**src/rtl/strobe_rate_bridge_pkg.sv**
```systemverilog
// Shared constants and helpers for the strobe-paced FIFO bridge.
package strobe_rate_bridge_pkg;

  localparam int DEF_DATA_W = 32;
  // Period of the divider pacing strobe, in clk cycles.
  localparam int DIV_RATIO  = 8;

  function automatic int clog2(input int value);
    int result;
    int rem;
    result = 0;
    rem    = value - 1;
    while (rem > 0) begin
      result = result + 1;
      rem    = rem >> 1;
    end
    return result;
  endfunction

endpackage

```
**src/rtl/strobe_fifo_mem.sv**
```systemverilog
// DEPTH x DATA_W register array: one synchronous write port, one async read port.
module strobe_fifo_mem
  import strobe_rate_bridge_pkg::*;
#(
  parameter int DATA_W = DEF_DATA_W,
  parameter int DEPTH  = 4,
  localparam int PTR_W = clog2(DEPTH)
) (
  input  logic              clk,
  input  logic              we,
  input  logic [PTR_W-1:0]  waddr,
  input  logic [DATA_W-1:0] wdata,
  input  logic [PTR_W-1:0]  raddr,
  output logic [DATA_W-1:0] rdata
);

  logic [DATA_W-1:0] mem_q [DEPTH];

  always_ff @(posedge clk) begin
    if (we) begin
      mem_q[waddr] <= wdata;
    end
  end

  assign rdata = mem_q[raddr];

endmodule

```
**src/rtl/strobe_rate_bridge.sv**
```systemverilog
// Strobe-paced producer to valid/ready consumer bridge over a circular FIFO.
// Optional back-to-back strobe detector enabled by STROBE_CHECK_EN.
module strobe_rate_bridge
  import strobe_rate_bridge_pkg::*;
#(
  parameter int DATA_W = DEF_DATA_W,
  parameter int DEPTH  = 4,
  localparam int PTR_W = clog2(DEPTH)
) (
  input  logic              clk,
  input  logic              rst,
  input  logic              in_stb,
  input  logic              in_valid,
  input  logic [DATA_W-1:0] in_data,
  output logic              in_ready,
  output logic              out_valid,
  output logic [DATA_W-1:0] out_data,
  input  logic              out_ready,
  input  logic              flush,
  output logic              overflow,
  output logic [PTR_W:0]    level
`ifdef STROBE_CHECK_EN
  ,
  output logic              strobe_err
`endif
);

  localparam logic [PTR_W:0] FULL_LVL = (PTR_W+1)'(DEPTH);

  logic [PTR_W-1:0] wr_ptr_q, wr_ptr_d;
  logic [PTR_W-1:0] rd_ptr_q, rd_ptr_d;
  logic [PTR_W:0]   level_q, level_d;
  logic             overflow_q, overflow_d;
  logic             push, pop, wr_en;

  // in_ready looks only at the pre-edge level, so a full FIFO refuses a push
  // even when the consumer pops in the same cycle.
  assign in_ready  = (level_q != FULL_LVL);
  assign out_valid = (level_q != '0);
  assign level     = level_q;
  assign overflow  = overflow_q;
  assign push      = in_stb & in_valid & in_ready;
  assign pop       = out_valid & out_ready;
  assign wr_en     = push & ~flush;

  always_comb begin
    wr_ptr_d   = wr_ptr_q;
    rd_ptr_d   = rd_ptr_q;
    level_d    = level_q;
    overflow_d = overflow_q;
    if (flush) begin
      wr_ptr_d   = '0;
      rd_ptr_d   = '0;
      level_d    = '0;
      overflow_d = 1'b0;
    end else begin
      if (push) wr_ptr_d = wr_ptr_q + PTR_W'(1);
      if (pop)  rd_ptr_d = rd_ptr_q + PTR_W'(1);
      case ({push, pop})
        2'b10:   level_d = level_q + (PTR_W+1)'(1);
        2'b01:   level_d = level_q - (PTR_W+1)'(1);
        default: level_d = level_q;
      endcase
      if (in_stb & in_valid & ~in_ready) overflow_d = 1'b1;
    end
  end

  always_ff @(posedge clk or negedge rst) begin
    if (!rst) begin
      wr_ptr_q   <= '0;
      rd_ptr_q   <= '0;
      level_q    <= '0;
      overflow_q <= 1'b0;
    end else begin
      wr_ptr_q   <= wr_ptr_d;
      rd_ptr_q   <= rd_ptr_d;
      level_q    <= level_d;
      overflow_q <= overflow_d;
    end
  end

`ifdef STROBE_CHECK_EN
  logic stb_prev_q;
  logic strobe_err_q, strobe_err_d;

  always_comb begin
    strobe_err_d = strobe_err_q | (in_stb & stb_prev_q);
    if (flush) strobe_err_d = 1'b0;
  end

  always_ff @(posedge clk or negedge rst) begin
    if (!rst) begin
      stb_prev_q   <= 1'b0;
      strobe_err_q <= 1'b0;
    end else begin
      stb_prev_q   <= in_stb;
      strobe_err_q <= strobe_err_d;
    end
  end

  assign strobe_err = strobe_err_q;
`endif

  strobe_fifo_mem #(
    .DATA_W (DATA_W),
    .DEPTH  (DEPTH)
  ) u_mem (
    .clk   (clk),
    .we    (wr_en),
    .waddr (wr_ptr_q),
    .wdata (in_data),
    .raddr (rd_ptr_q),
    .rdata (out_data)
  );

endmodule
```
**config.mk**
```make
export PLATFORM = sky130hd
export DESIGN_NAME = strobe_rate_bridge
export DESIGN_NICKNAME = d
export VERILOG_FILES = /design/src/rtl/strobe_rate_bridge_pkg.sv /design/src/rtl/strobe_fifo_mem.sv /design/src/rtl/strobe_rate_bridge.sv
export SDC_FILE = /design/constraint.sdc
export NUM_CORES = 1
export LEC_CHECK = 0
export ABC_AREA = 1
export BUFFER_PORTS_ARGS = -buffer_cell sky130_fd_sc_hd__buf_2
export CORE_ASPECT_RATIO = 1.2
export CORE_MARGIN = 5
export CORE_UTILIZATION = 56
export DETAILED_ROUTE_END_ITERATION = 10
export GPL_TIMING_DRIVEN = 0
export PLACE_DENSITY = 0.78
export SLEW_MARGIN = 20
export SYNTH_ARGS = -nofsm -noshare
export SYNTH_HDL_FRONTEND = slang
export SYNTH_SLANG_ARGS = --single-unit
```
**constraint.sdc**
```tcl
create_clock -name clk -period 3 [get_ports clk]
set_clock_uncertainty 0.1 [all_clocks]
set_input_delay 0.6 -clock clk [delete_from_list [all_inputs] [get_ports clk]]
set_output_delay 0.6 -clock clk [all_outputs]
set_load 0.02 [all_outputs]
```
### Word level (Yosys, flattened, before mapping)

Memory sizes are Yosys's and may differ from the RTL's.
Cells that the tools add are included.

* output and inout bits: 38
* bits in registers: 8
* word-level logic and storage cells: 34
* input port bits: 38
* memory bits (writable): 128
* memories kept: 1

* mux-type cells: 10
* bitwise logic cells: 7
* equality and inequality tests: 3
* reductions and logical operators: 5
* add/sub/neg operators: 4

Memories
* u_mem.mem_q: words 4, width 32, rd ports 1, clocked after memory_dff 0, write ports 1, line strobe_fifo_mem.sv:17 `logic [DATA_W-1:0] mem_q [DEPTH];`

Operators with widths (number)
* two-way mux 2 bit: 4
* case mux 3 bit (2 select lines): 1
* nonzero test 2 bit: 3
* nonzero test 3 bit: 2
* AND 1 bit: 5
* adder 2 x 1 -> 2 bit, second input constant: 2
* two-way mux 1 bit: 4
* adder 3 x 1 -> 3 bit, second input constant: 1
* two-way mux 3 bit: 1
* != test 3 bit, second input constant: 1
* subtractor 3 x 1 -> 3 bit, second input constant: 1
* == test 2 x 1 -> 1 bit, second input constant: 1
* == test 2 bit, second input constant: 1
* NOT 1 bit: 2

### Depth between registers and ports, before layout

Gate-level depths: netlist (run 1).

* depth after elaboration: 5
* depth in mapped cells: 12
* gate-level depth less buffers: 12

### Modules after synthesis

Synthesis (run 1) repeated with hierarchy kept, for this count alone.

* cell total of the unflattened synthesis: 569
* area total of the unflattened synthesis: 5943.2 µm²

Modules (own cells, without submodules)
* strobe_fifo_mem: area each 5437.7 µm², sequential area each 3843.7 µm², times used 1, cells an instance 509
* strobe_rate_bridge: area each 505.5 µm², sequential area each 200.2 µm², times used 1, cells an instance 60

### Least setup slack after synthesis (run 1)

Ideal clock, no wire load.

* kind: input -> register
* from: input port in_stb
* to: memory u_mem.mem_q[0][0] (netlist bit) (enable)
* required time: 2.479 ns
* stages on the path: 4
* slack: 0.135 ns
* arrival: 2.344 ns
* cell sequence: nand2_1 -> a21oi_2 -> nand2_1 -> nor2_1

* cells in the longest elaborated chain, start to end: 5

RTL lines
* start: declaration: line strobe_rate_bridge.sv:12 `input logic in_stb,`
* AND 1 bit (2 in a row): line strobe_rate_bridge.sv:42 `assign push = in_stb & in_valid & in_ready;`
* AND 1 bit: line strobe_rate_bridge.sv:44 `assign wr_en = push & ~flush;`
* two-way mux 1 bit: line strobe_fifo_mem.sv:20 `if (we) begin`
* two-way mux 1 bit (not written as such): line strobe_fifo_mem.sv:21 `mem_q[waddr] <= wdata;`
* end: declaration: line strobe_fifo_mem.sv:17

No other way between the ends.

### Worst setup path in the final report (run 1)

* from: register rd_ptr_q[1]
* to: output port out_data[9]

* cells in the longest elaborated chain, start to end: 1

RTL lines
* start: declaration: line strobe_rate_bridge.sv:31 `logic [PTR_W-1:0] rd_ptr_q, rd_ptr_d;`
* start signal: assignment: line strobe_rate_bridge.sv:76 `rd_ptr_q <= rd_ptr_d;`
* memory (4 x 32 bit)
* end: declaration: line strobe_rate_bridge.sv:17 `output logic [DATA_W-1:0] out_data,`

No other way between the ends.

==> impl_metrics.ini, run 1 <==
[floorplanning]
rows = 38
die_x_um = 98.76
die_area_sq_um = 11510
floorplan.core_area_sq_um = 9129
die_h_um = 116.5
design.portCount = 76
start_util_pct = 57.99

[synth]
ys_types = 28
synth_commonest_cells = edfxtp_1 (128), nor2_1 (71), o21ai_0 (56)
synth_ff_type = edfxtp_1
avgSynthCellArea_sq_um = 14.04
synth_warnings = 0
synthTopCellsByArea = edfxtp_1 (73%), o21ai_0 (5.3%), nor2_1 (5.0%)
synth.most_common_cell = edfxtp_1
synth_fp_nets = 420
synth_top_area_cell = edfxtp_1
synth_edf_count = 128
ys_seq_area_share_pct = 76.39
synthCells = 377
synth_area_sq_um = 5294
synth-seq-cells = 136
yosysTopAreaCellShare_pct = 72.61
async_reset_ff_share_pct = 5.882

[power]
ir_drop_v = 0.0006043
p_leak_nw = 2.428
finalPower_w = 0.005517
powerDensity_nw_per_um2 = 840.2

[setup_path]
critPathKind = reg2out
cp-startpoint = rd_ptr_q[1]
critical_path_arrival_ps = 2100
worstPathMaxFanout = 10
worst-path-buf-inv = 3
end_kind = primary output
crit_end = out_data[9]
cp_cell_sequence = inv_2 -> clkbuf_1 -> o21ai_0 -> o22ai_1 -> buf_2
crit_family = buffers and inverters
critPathMaxStageDelay_ps = 450
r2r_end = u_mem.mem_q[0][22]
cpMaxStageDelayCell = dfrtp_1
startpoint_type = flip-flop
reg2reg_slack_ps = 620
worst-path-stages = 5
r2r-start = level[1]
crit_required_ps = 2300
reg2regPathDepth = 5

[sta]
setup_violations = 0
whs_ps = 196.3
min_period_ps = 2801
slew_headroom_pct = 49.95
fin_ws_ps = 199.0
final_max_slew_viol_count = 0
timing.fmax_ghz = 0.3570
rsz0062_at_grt = false
hold_violations = 0
worst_pin_slew_ps = 749.0
fin_crit_sh_pct = 93.37

[placed_design]
portBuffers = 75
hpwl_um = 7391
place_ws_ps = 413.5
gp_congestion = 0.7542
dpl-instance-area_sq_um = 5952

[clocking]
post_cts_resized = 0
clk_pin_slew_ps = 50
clk_path_buf_depth = 2
htreeDepth = 4
clkLatencyLatePin_ps = 510
cts_tree = built
cts-buffers-inserted = 17
cts-root-buf = clkbuf_8
cts_num_sinks = 136

[drt]
totalWireLength_um = 11730
avgViaCountPerCell = 5.664
wl_per_cell_um = 19.29
dr.first_iter.drc_count = 269
firstDrtPassIters = 4
post-route-drc-count = 0
ant_nets = 0
vias = 3444

[global_route]
grt_pass1_vias = 3590
gr-usage-all-layers_pct = 21.44
grt_max_degree = 23
grt_pass1_wl_um = 18510
overflow = 0
antenna_found_initial = 0

[layout]
diodes = 0
nets = 519
syn2layout_area_growth_pct = 24.04
drive_gt1_share_pct = 27.66
fin_area_sq_um = 6566
final_core_util_pct = 71.93
nFillCells = 601

[run_status]
outcome = completed

[min_path]
worstHoldStart = in_data[18]
hold_path.class = in2reg

[flow_run]
drv_cap = 0
[cell usage in the layout, fill, tap and decap left out, drive strengths merged]
master       instances
o21a                 1
o21ai               65
nand4                3
a21oi                3
o22ai               32
clkbuf              27
edfxtp             128
bufinv               5
nor2                72
clkinvlp             1
ha                   4
dlygate4sd3          1
clkinv               5
nand3                6
fa                   1
buf                 93
o31ai                1
inv                 14
nand2               17
xor2                 1
dfrtp                8
[stage by stage]
stage / TNS (ps) / instances
after global placement: -130710 / 572
after floorplan: 0 / 377
after CTS: 0 / 608
final: 0 / 608
after global routing: 0 / 608
after detailed placement: 0 / 576
[per-layer routing]
layer	vias up	global-route usage, %	share of wire [%]	wire length, um
li1	1596	-	-	-
met1	1680	25.43	39	4581
met2	154	37.05	52	6122
met3	14	5.735	7.3	861
met4	0	9.381	1.4	164
met5	-	0	0	0
[worst min path at each step]
| stage | endpoint | cells after the start |
|---|---|---|
| floorplan | level[0] | 0 |
| global placement | wr_ptr_q[1] | 1 |
| detailed placement | wr_ptr_q[1] | 1 |
| CTS | u_mem.mem_q[1][24] | 1 |
| global route | u_mem.mem_q[1][24] | 1 |
| finish | u_mem.mem_q[0][18] | 1 |
[where the power goes]
group	total (W)	internal [W]	switching [W]
logic	0.00119	0.000377	0.000808
registers	0.00220	0.00214	0.0000544
clock network	0.00214	0.00142	0.000719
total	0.00552	0.00394	0.00158
[timing repair]
action | CTS | global route
setup buffers | 0 | 0
endpoints found under the hold margin | 8 | 0
hold buffers | 1 | 0
[flip-flops by register name, summed over array words and instances (netlist names)]
register / flops
wr_ptr_q: 2
overflow: 1
rd_ptr_q: 2
level: 3
u_mem.mem_q: 128
[logic make-up (layout without fill, tap and decap cells)]
| logic type | after synthesis | after routing | share of synthesized area [%] |
|---|---|---|---|
| DFF | 136 | 136 | 76.39 |
| AOI/OAI and AO/OA | 102 | 102 | 10.56 |
| and+or+nand+nor | 98 | 98 | 8.036 |
| buffers and inverters | 35 | 146 | 3.522 |
| adders and majority gates | 5 | 5 | 1.324 |
| xor gates and xnor gates | 1 | 1 | 0.1655 |
[layout make-up]
class | count | area (sq um) | area share, %
repair buffers | 80 | 488.0 | 7.431
flip-flops and latches | 136 | 4044 | 61.59
plain buffers | 21 | 131.4 | 2.001
inverters | 14 | 55.05 | 0.8384
clock inverters | 11 | 178.9 | 2.725
well taps | 120 | 150.1 | 2.287
clock buffers | 20 | 425.4 | 6.479
multi-input cells | 206 | 1094 | 16.65
Note: power is estimated with default switching activity, not from simulation.
==> run 2: changes to the inputs <==
Settings changed: MAX_ROUTING_LAYER from default to met4.
Clock period 3 ns to 3.2 ns, I/O delays scaled along.
==> run 2 against run 1 <==
Net effect: cell count unchanged; sequential power decreased by 6%; combinational power decreased by 7%; worst setup slack improved by 160 ps; register-to-register slack improved by 200 ps; critical path depth unchanged; total power decreased by 6.4%; utilization unchanged; hold slack improved by 42 ps; via count decreased by 0.75%; routed wire length decreased by 0.61%; clock power decreased by 7%; critical path type unchanged; critical endpoint unchanged; largest power group unchanged; highest routed layer unchanged.
==> impl_metrics.ini, run 2 (synthesis gave the netlist of run 1 again) <==
[global_route]
gr-usage-all-layers_pct = 22.10
antenna_found_initial = 0
grt_max_degree = 23
grtUsageMet2_pct = 37.10
grt_busiest_layer = met2
grt_pass1_wl_um = 18470
grtUsageMet1_pct = 25.51
grt_pass1_vias = 3598
overflow = 0
use_met3_pct = 5.496

[sta]
rsz0062_at_grt = false
slew_headroom_pct = 49.72
timing.fmax_ghz = 0.3525
whs_ps = 238.1
fin_crit_sh_pct = 88.65
setup_violations = 0
min_period_ps = 2837
worst_pin_slew_ps = 752.4
final_max_slew_viol_count = 0
hold_violations = 0

[clocking]
cts_tree = built
clkLatencyLatePin_ps = 510
cts-root-buf = clkbuf_8
cts_num_sinks = 136
clk_pin_slew_ps = 50
htreeDepth = 4
post-cts-setup-buffers = 0
clk_path_buf_depth = 2
cts-buffers-inserted = 17

[placed_design]
dp.cells = 576
gp_congestion = 0.7639
dpl-instance-area_sq_um = 5952
hpwl_um = 7391
portBuffers = 75

[setup_path]
worstPathMaxFanout = 10
worst-path-buf-inv = 3
cpMaxStageDelayCell = dfrtp_1
critPathKind = reg2out
end_kind = primary output
crit_family = buffers and inverters
critical_path_arrival_ps = 2100
cp_cell_sequence = inv_2 -> clkbuf_1 -> o21ai_0 -> o22ai_1 -> buf_2
r2r-start = level[1]
r2r_end = u_mem.mem_q[0][23]
crit_required_ps = 2460
reg2reg_slack_ps = 820
startpoint_type = flip-flop
reg2regPathDepth = 5
critPathMaxStageDelay_ps = 450

[layout]
final_common_cell = edfxtp_1
fin_cells = 608
largest_reg_flops = 128
diodes = 0
top_register = u_mem.mem_q
nets = 519
syn2layout_area_growth_pct = 24.04
final_cell_mix = edfxtp_1 (128), buf_2 (82), nor2_1 (67)
fin_area_sq_um = 6566
drive_gt1_share_pct = 27.66

[floorplanning]
die_h_um = 116.5
design.portCount = 76
start_util_pct = 57.99
floorplan.core_area_sq_um = 9129
rows = 38
die_x_um = 98.76
die_area_sq_um = 11510

[power]
ir_drop_v = 0.0005654
p_leak_nw = 2.428
powerDensity_nw_per_um2 = 786.5

[drt]
post-route-drc-count = 0
totalWireLength_um = 11660
firstDrtPassIters = 5
dr.first_iter.drc_count = 255
avgViaCountPerCell = 5.622
wl_per_cell_um = 19.17
vias = 3418
ant_nets = 0

[flow_run]
drv_cap = 0

[min_path]
whs_endpoint = u_mem.mem_q[2][24]
hold_depth = 1
hold_path.class = in2reg
worstHoldStart = in_data[24]

[run_status]
outcome = completed
run 2: area by class of cell:
type,count,area (sq um)
flip-flops and latches,136,4044
fillers,601,2562
multi-input cells,206,1094
repair buffers,80,488.0
clock buffers,20,425.4
clock inverters,11,178.9
well taps,120,150.1
plain buffers,21,131.4
inverters,14,55.05
run 2: routing by layer:
layer  up-vias  share of wire, %
met5         -                 0
met1      1654                39
met2       152                52
met4         0               1.6
met3        16               6.8
li1       1596                 -
run 2: timing repair:
action | in CTS | in global routing
endpoints found under the setup margin | 0 | 0
hold endpoints to repair | 8 | 0
hold buffers | 1 | 0
resized for setup | 0 | 0
run 2: worst max-delay path by stage:
stage,from,end,slack (ps),cells past startpoint
final,rd_ptr_q[1],out_data[9],360,5
after global routing,rd_ptr_q[1],out_data[29],220,5
after CTS,rd_ptr_q[1],out_data[9],360,5
after detailed placement,in_stb,u_mem.mem_q[0][23],570,6
after global placement,in_stb,u_mem.mem_q[0][28],-940,5
after floorplan,in_stb,u_mem.mem_q[0][0],300,4
run 2: report_power, final:
part           internal [W]  switching [W]
clock network       0.00133       0.000669
registers           0.00201      0.0000506
logic              0.000354       0.000756
run 2: stage by stage:
step	worst slack, ps	power (W)	TNS, ps	utilization (%)
after floorplan	295.0	0.002795	0	-
after global placement	-937.8	0.003153	-110230	63.75
after detailed placement	573.5	0.003200	0	65.20
after CTS	364.6	0.005199	0	71.93
after global routing	218.9	0.005364	0	71.93
final	363.3	0.005165	0	71.93
